--- config.mk ---
export PLATFORM = sky130hd
export DESIGN_NAME = trap_ctrl
export DESIGN_NICKNAME = d
export VERILOG_FILES = /design/src/rtl/trap_ctrl.sv
export SDC_FILE = /design/constraint.sdc
export NUM_CORES = 1
export LEC_CHECK = 0
export BUFFER_PORTS_ARGS = -buffer_cell sky130_fd_sc_hd__buf_2
export CORE_UTILIZATION = 28
export DETAILED_ROUTE_END_ITERATION = 10
export PLACE_DENSITY = 0.47
export SYNTH_ARGS = -nofsm -noshare
export SYNTH_HDL_FRONTEND = slang
export SYNTH_SLANG_ARGS = --single-unit
--- constraint.sdc ---
create_clock -name clk -period 2.1 [get_ports clk]
set_input_delay 0.105 -clock clk [delete_from_list [all_inputs] [get_ports clk]]
set_output_delay 0.105 -clock clk [all_outputs]
set_load 0.01 [all_outputs]
--- src/rtl/trap_ctrl.sv ---
// ----------------------------------------------------------------------------
// trap_ctrl
// Sequences architectural traps and MRET requests coming from the misc exec
// unit. One request is taken at a time: it is accepted in IDLE, a one-cycle
// flush pulse kills younger work, the controller waits in DRAIN until the
// backend has no older uncommitted work, updates the trap CSRs (traps only)
// and then holds a fetch redirect in REDIRECT until fetch takes it.
//
// The block also owns the M-mode trap CSRs (mtvec, mepc, mcause, mtval) and
// serves their reads (combinational on csr_addr) and writes (any state).
//
// Optional feature macro: TRAP_MTVAL_EN
//   defined   : adds input req_tval and the mtval register; traps load mtval.
//   undefined : no req_tval port, no mtval storage; 0x343 reads 0.
// ----------------------------------------------------------------------------
module trap_ctrl #(
    parameter int unsigned     XLEN        = 32,
    parameter logic [XLEN-1:0] MTVEC_RESET = 32'h0000_0000
) (
    input  logic            clk,
    input  logic            rst,

    // trap / return request
    input  logic            req_valid,
    output logic            req_ready,
    input  logic            req_is_ret,
    input  logic [4:0]      req_cause,
    input  logic [XLEN-1:0] req_pc,
`ifdef TRAP_MTVAL_EN
    input  logic [XLEN-1:0] req_tval,
`endif

    // backend drain status and pipeline kill
    input  logic            inflight_empty,
    output logic            flush,

    // fetch redirect
    output logic            redirect_valid,
    output logic [XLEN-1:0] redirect_target,
    input  logic            redirect_ready,

    // CSR access
    input  logic            csr_we,
    input  logic [11:0]     csr_addr,
    input  logic [XLEN-1:0] csr_wdata,
    output logic [XLEN-1:0] csr_rdata
);

    // ------------------------------------------------------------------------
    // Constants
    // ------------------------------------------------------------------------
    localparam logic [1:0] ST_IDLE     = 2'd0;
    localparam logic [1:0] ST_DRAIN    = 2'd1;
    localparam logic [1:0] ST_REDIRECT = 2'd2;

    localparam logic [11:0] CSR_MTVEC  = 12'h305;
    localparam logic [11:0] CSR_MEPC   = 12'h341;
    localparam logic [11:0] CSR_MCAUSE = 12'h342;
    localparam logic [11:0] CSR_MTVAL  = 12'h343;

    // ------------------------------------------------------------------------
    // Helper functions for the CSR field masks
    // ------------------------------------------------------------------------

    // Force the two low bits to zero (word-aligned PC / direct-mode vector).
    function automatic logic [XLEN-1:0] align_word(input logic [XLEN-1:0] value);
        return {value[XLEN-1:2], 2'b00};
    endfunction

    // Interrupt flag in mcause is never set by this block, so it reads 0.
    function automatic logic [XLEN-1:0] clear_msb(input logic [XLEN-1:0] value);
        return {1'b0, value[XLEN-2:0]};
    endfunction

    // Zero-extend the 5-bit exception code into an mcause value.
    function automatic logic [XLEN-1:0] cause_word(input logic [4:0] code);
        return {{(XLEN-5){1'b0}}, code};
    endfunction

    // ------------------------------------------------------------------------
    // State and storage
    // ------------------------------------------------------------------------
    logic [1:0]      state_r;
    logic [1:0]      state_nxt_s;

    logic            lat_is_ret_r;
    logic [4:0]      lat_cause_r;
    logic [XLEN-1:0] lat_pc_r;
`ifdef TRAP_MTVAL_EN
    logic [XLEN-1:0] lat_tval_r;
    logic [XLEN-1:0] mtval_r;
`endif

    logic            flush_r;
    logic            redirect_valid_r;
    logic [XLEN-1:0] redirect_target_r;

    logic [XLEN-1:0] mtvec_r;
    logic [XLEN-1:0] mepc_r;
    logic [XLEN-1:0] mcause_r;

    // ------------------------------------------------------------------------
    // Control decode
    // ------------------------------------------------------------------------
    logic accept_s;
    logic drain_exit_s;
    logic trap_exit_s;
    logic redirect_done_s;

    logic wr_mtvec_s;
    logic wr_mepc_s;
    logic wr_mcause_s;
`ifdef TRAP_MTVAL_EN
    logic wr_mtval_s;
`endif

    // Handshake and transition strobes derived from the current state.
    always_comb begin
        accept_s        = req_valid && (state_r == ST_IDLE);
        drain_exit_s    = (state_r == ST_DRAIN) && inflight_empty;
        trap_exit_s     = drain_exit_s && !lat_is_ret_r;
        redirect_done_s = (state_r == ST_REDIRECT) && redirect_ready;
    end

    // CSR write strobes; writes to unmapped addresses fall through unused.
    always_comb begin
        wr_mtvec_s  = csr_we && (csr_addr == CSR_MTVEC);
        wr_mepc_s   = csr_we && (csr_addr == CSR_MEPC);
        wr_mcause_s = csr_we && (csr_addr == CSR_MCAUSE);
`ifdef TRAP_MTVAL_EN
        wr_mtval_s  = csr_we && (csr_addr == CSR_MTVAL);
`endif
    end

    // Next-state selection for the IDLE -> DRAIN -> REDIRECT sequence.
    always_comb begin
        state_nxt_s = state_r;
        case (state_r)
            ST_IDLE: begin
                if (accept_s) begin
                    state_nxt_s = ST_DRAIN;
                end else begin
                    state_nxt_s = ST_IDLE;
                end
            end
            ST_DRAIN: begin
                if (inflight_empty) begin
                    state_nxt_s = ST_REDIRECT;
                end else begin
                    state_nxt_s = ST_DRAIN;
                end
            end
            ST_REDIRECT: begin
                if (redirect_ready) begin
                    state_nxt_s = ST_IDLE;
                end else begin
                    state_nxt_s = ST_REDIRECT;
                end
            end
            default: begin
                // Unreachable encoding: recover to a quiet idle.
                state_nxt_s = ST_IDLE;
            end
        endcase
    end

    // ------------------------------------------------------------------------
    // Sequencer registers
    // ------------------------------------------------------------------------

    // FSM state, flush pulse and redirect outputs.
    always_ff @(posedge clk or negedge rst) begin
        if (!rst) begin
            state_r           <= ST_IDLE;
            flush_r           <= 1'b0;
            redirect_valid_r  <= 1'b0;
            redirect_target_r <= {XLEN{1'b0}};
        end else begin
            state_r          <= state_nxt_s;
            flush_r          <= accept_s;
            redirect_valid_r <= (state_nxt_s == ST_REDIRECT);
            if (drain_exit_s) begin
                // The vector/return address seen here is the pre-edge value,
                // so a same-cycle CSR write does not steer this redirect.
                if (lat_is_ret_r) begin
                    redirect_target_r <= mepc_r;
                end else begin
                    redirect_target_r <= mtvec_r;
                end
            end else begin
                redirect_target_r <= redirect_target_r;
            end
        end
    end

    // Capture the accepted request so the request bus is free afterwards.
    always_ff @(posedge clk or negedge rst) begin
        if (!rst) begin
            lat_is_ret_r <= 1'b0;
            lat_cause_r  <= 5'd0;
            lat_pc_r     <= {XLEN{1'b0}};
`ifdef TRAP_MTVAL_EN
            lat_tval_r   <= {XLEN{1'b0}};
`endif
        end else if (accept_s) begin
            lat_is_ret_r <= req_is_ret;
            lat_cause_r  <= req_cause;
            lat_pc_r     <= req_pc;
`ifdef TRAP_MTVAL_EN
            lat_tval_r   <= req_tval;
`endif
        end else begin
            lat_is_ret_r <= lat_is_ret_r;
            lat_cause_r  <= lat_cause_r;
            lat_pc_r     <= lat_pc_r;
`ifdef TRAP_MTVAL_EN
            lat_tval_r   <= lat_tval_r;
`endif
        end
    end

    // ------------------------------------------------------------------------
    // Trap CSRs
    // ------------------------------------------------------------------------

    // mtvec: software-written only, direct mode so the low bits stay zero.
    always_ff @(posedge clk or negedge rst) begin
        if (!rst) begin
            mtvec_r <= align_word(MTVEC_RESET);
        end else if (wr_mtvec_s) begin
            mtvec_r <= align_word(csr_wdata);
        end else begin
            mtvec_r <= mtvec_r;
        end
    end

    // mepc: trap update has priority over a coincident software write.
    always_ff @(posedge clk or negedge rst) begin
        if (!rst) begin
            mepc_r <= {XLEN{1'b0}};
        end else if (trap_exit_s) begin
            mepc_r <= align_word(lat_pc_r);
        end else if (wr_mepc_s) begin
            mepc_r <= align_word(csr_wdata);
        end else begin
            mepc_r <= mepc_r;
        end
    end

    // mcause: trap update has priority; the interrupt bit is read-only zero.
    always_ff @(posedge clk or negedge rst) begin
        if (!rst) begin
            mcause_r <= {XLEN{1'b0}};
        end else if (trap_exit_s) begin
            mcause_r <= cause_word(lat_cause_r);
        end else if (wr_mcause_s) begin
            mcause_r <= clear_msb(csr_wdata);
        end else begin
            mcause_r <= mcause_r;
        end
    end

`ifdef TRAP_MTVAL_EN
    // mtval: loaded with the faulting value on a trap; MRET leaves it alone.
    always_ff @(posedge clk or negedge rst) begin
        if (!rst) begin
            mtval_r <= {XLEN{1'b0}};
        end else if (trap_exit_s) begin
            mtval_r <= lat_tval_r;
        end else if (wr_mtval_s) begin
            mtval_r <= csr_wdata;
        end else begin
            mtval_r <= mtval_r;
        end
    end
`endif

    // CSR read mux; unmapped addresses read as zero.
    always_comb begin
        csr_rdata = {XLEN{1'b0}};
        case (csr_addr)
            CSR_MTVEC:  csr_rdata = mtvec_r;
            CSR_MEPC:   csr_rdata = mepc_r;
            CSR_MCAUSE: csr_rdata = mcause_r;
`ifdef TRAP_MTVAL_EN
            CSR_MTVAL:  csr_rdata = mtval_r;
`else
            CSR_MTVAL:  csr_rdata = {XLEN{1'b0}};
`endif
            default:    csr_rdata = {XLEN{1'b0}};
        endcase
    end

    // ------------------------------------------------------------------------
    // Outputs
    // ------------------------------------------------------------------------

    // Drive ports from the registered state.
    always_comb begin
        req_ready       = (state_r == ST_IDLE);
        flush           = flush_r;
        redirect_valid  = redirect_valid_r;
        redirect_target = redirect_target_r;
    end

endmodule

==> flow_metrics.py <==
metrics = {
    "status": {
        "status": "finished clean",
    },
    "placed_design": {
        "dp_slack_ns": 0.1362,
        "gp_congestion": 0.7611,
        "port_buffers": 150,
        "dp.cells": 1042,
        "dp_hpwl_um": 12980,
    },
    "timing": {
        "rsz0062_at_grt": "no",
        "layout_setup_ws_ns": 0.1003,
        "drv_slew": 0,
        "hold_ws_ns": 0.05290,
        "period_share_pct": 95.22,
        "setup_violations": 0,
        "worst_pin_slew_ns": 0.6175,
        "setup_tns_ns": 0,
        "timing.fmax_mhz": 500.1,
        "finClkSkew_ns": 0.01879,
        "max-slew-margin-rel_pct": 58.83,
        "period_needed_ns": 2.000,
        "hold_viol": 0,
    },
    "detailed_routing": {
        "vias": 5234,
        "routed_via_density": 4.571,
        "wl_um": 19640,
        "final_antenna_net_count": 0,
        "first_pass_iters": 4,
        "drtIter0Drc": 201,
        "wl_per_cell_um": 17.15,
        "remaining_drc_errors": 0,
    },
    "floorplanning": {
        "dieArea_mm2": 0.02727,
        "ios": 155,
        "die_y_um": 165.1,
        "initial_core_util_pct": 28.60,
        "dieWidth_um": 165.1,
        "core_area_mm2": 0.02606,
        "rows": 59,
    },
    "global_route": {
        "grt_max_degree": 64,
        "antenna_found_initial": 0,
        "track_usage_pct": 15.09,
        "grt_pass1_vias": 5622,
        "grt_first_pass_wirelength_um": 30990,
        "grt_overflow": 0,
    },
    "critical_path": {
        "cp_max_fo": 23,
        "worstSetupStartpointType": "flop",
        "crit_chain": "nand3b_2, or2_2, o21ai_4, buf_12, mux2_2",
        "crit_arrival_ns": 2.30,
        "cpPeakStageDelay_ns": 0.44,
        "cp-end-kind": "flop",
        "path_class": "flop to flop",
        "required_ns": 2.40,
        "worst_path_max_delay_cell": "or2_2",
    },
    "yosys": {
        "ys_warn_count": 0,
        "syn_inst": 574,
        "syn_area_mm2": 0.007452,
        "yosysSeqAreaShare_pct": 54.06,
        "synth.avg_cell_area_um2": 12.98,
        "synth.distinct_cells": 29,
        "ys_seq_elements": 161,
        "async_flop_share_pct": 100.0,
        "synth-edff-count": 0,
        "yosys_most_used_dff": "dfrtp_1",
    },
    "clock_tree": {
        "clkLatencyLatePin_ns": 0.43,
        "cts_tree": "done",
        "clkTransAtPathRegs_ns": 0.07,
        "holdBufCountCts": 71,
        "max-clock-path-buffers": 2,
        "cts_max_level": 4,
        "cts-resized-gates": 0,
        "clock-sinks": 161,
        "cts_setup_buffers": 0,
        "numCtsBuffers": 17,
        "cts_root_buf": "clkbuf_16",
    },
    "cells_and_area": {
        "n_antenna_cell": 0,
        "drive_gt1_share_pct": 41.85,
        "stdcell_count": 1145,
        "nNetsFinal": 885,
        "synthToLayoutAreaGrowth_pct": 35.56,
    },
    "power_and_ir_drop": {
        "total_power_mw": 10.70,
        "vdd_drop_max_mv": 0.5119,
        "p_leak_nw": 5.074,
        "p_per_area_mw_per_mm2": 1059,
    },
    "job": {
        "drv_cap": 0,
    },
    "worst_hold_path": {
        "min_path_type": "input port to flop",
    },
}
-- per-layer routing --
| layer | routed length [um] | GRT usage [%] |
|---|---|---|
| met5 | 0 | 0 |
| met4 | 219 | 5.004 |
| met1 | 9062 | 19.55 |
| met2 | 9732 | 25.50 |
| met3 | 626 | 2.398 |
-- stage by stage --
stage | cell area (um2) | util, %
detailed placement | 8763 | 33.63
finish | 10100 | 38.77
global placement | 8763 | 33.63
global route | 10100 | 38.77
floorplan | 7456 | -
CTS | 10100 | 38.77
-- final cells by class --
cell class	instances	area, um2
timing repair buffer	244	1765
sequential	161	4030
clock buffer	21	450.4
inverter	1	3.754
tap	335	419.2
clock inverter	11	177.7
multi-input combinational	372	3256
fill	2524	15960
-- final timing paths --
path                                                 startpoint                         endpoint  slack, ns  cells past startpoint
min in group asynchronous                                   rst       lat_cause_r[3]$_DFFE_PN0P_       0.24                      2
worst min register to register  redirect_target[19]$_DFFE_PN0P_  redirect_target[19]$_DFFE_PN0P_       0.48                      2
worst max-delay path                       state_r[1]$_DFF_PN0_            mepc_r[7]$_DFFE_PN0P_       0.10                      5
worst min-delay path                             inflight_empty             state_r[0]$_DFF_PN0_       0.05                      4
worst max register to register             state_r[1]$_DFF_PN0_            mepc_r[7]$_DFFE_PN0P_       0.10                      5
max in group asynchronous                                   rst         mcause_r[12]$_DFFE_PN0P_       1.20                      3
-- registers in the layout, indices dropped and copies added (netlist names), 2 cells and up --
name and flops:
mepc_r 30, lat_pc_r 30, lat_cause_r 5, redirect_target 30
mtvec_r 30, state_r 2, mcause_r 31
-- critical path: cells and delay by family (launching register included) --
family	cells	cell delay, ns
buffers and inverters	1	0.22
DFF	1	0.41
muxes	1	0.37
AOI/OAI and AO/OA	1	0.12
and+or+nand+nor	2	0.74
-- where the power goes --
part	internal, mW	switching, mW	total (mW)	leakage, nW
Clock	2.04	1.27	3.31	0.295
Sequential	4.09	0.597	4.69	2.06
Combinational	1.43	1.27	2.70	2.72
-- cells in the mapped netlist (2+ instances only) --
cell / instances / area share (%)
mux2i_1: 62 / 8.3
clkbuf_1: 19 / 0.96
buf_2: 15 / 1.0
mux2_4: 30 / 6.0
nand4_1: 2 / 0.17
buf_1: 2 / 0.10
and2_1: 31 / 2.6
buf_6: 3 / 0.45
nor2_1: 37 / 1.9
mux2_2: 96 / 15
nand2_1: 34 / 1.7
o21ai_0: 31 / 2.1
a21oi_1: 5 / 0.34
dfrtp_1: 161 / 54
buf_4: 2 / 0.20
nor2b_1: 3 / 0.25
a221o_1: 29 / 3.9
-- layout by cell type (no fill, tap or decap), types with 2 or more instances in the layout --
| cell | synthesis | routed |
|---|---|---|
| buf_4 | 2 | 13 |
| inv_6 | 0 | 3 |
| o21ai_0 | 31 | 30 |
| nor2_1 | 37 | 35 |
| mux2_4 | 30 | 30 |
| a221o_1 | 29 | 29 |
| clkbuf_1 | 19 | 3 |
| nor2b_1 | 3 | 2 |
| buf_2 | 15 | 149 |
| nor2_4 | 0 | 2 |
| and2_1 | 31 | 30 |
| clkinvlp_4 | 0 | 3 |
| mux2_2 | 96 | 96 |
| nand2_1 | 34 | 34 |
| bufinv_16 | 0 | 4 |
| a21oi_1 | 5 | 5 |
| conb_1 | 1 | 2 |
| dlygate4sd3_1 | 0 | 71 |
| dfrtp_1 | 161 | 160 |
| nand4_1 | 2 | 2 |
| clkbuf_16 | 0 | 17 |
| mux2i_1 | 62 | 62 |
| buf_12 | 0 | 10 |
-- cell families after synthesis --
group                  count (synthesis)  synth area share [%]
muxes                                188                 28.88
AOI/OAI and AO/OA                     66                 6.430
buffers and inverters                 42                 2.770
other                                  1               0.05032
and+or+nand+nor                      116                 7.807
DFF                                  161                 54.06
No activity file was read; power rests on OpenSTA's default activity.
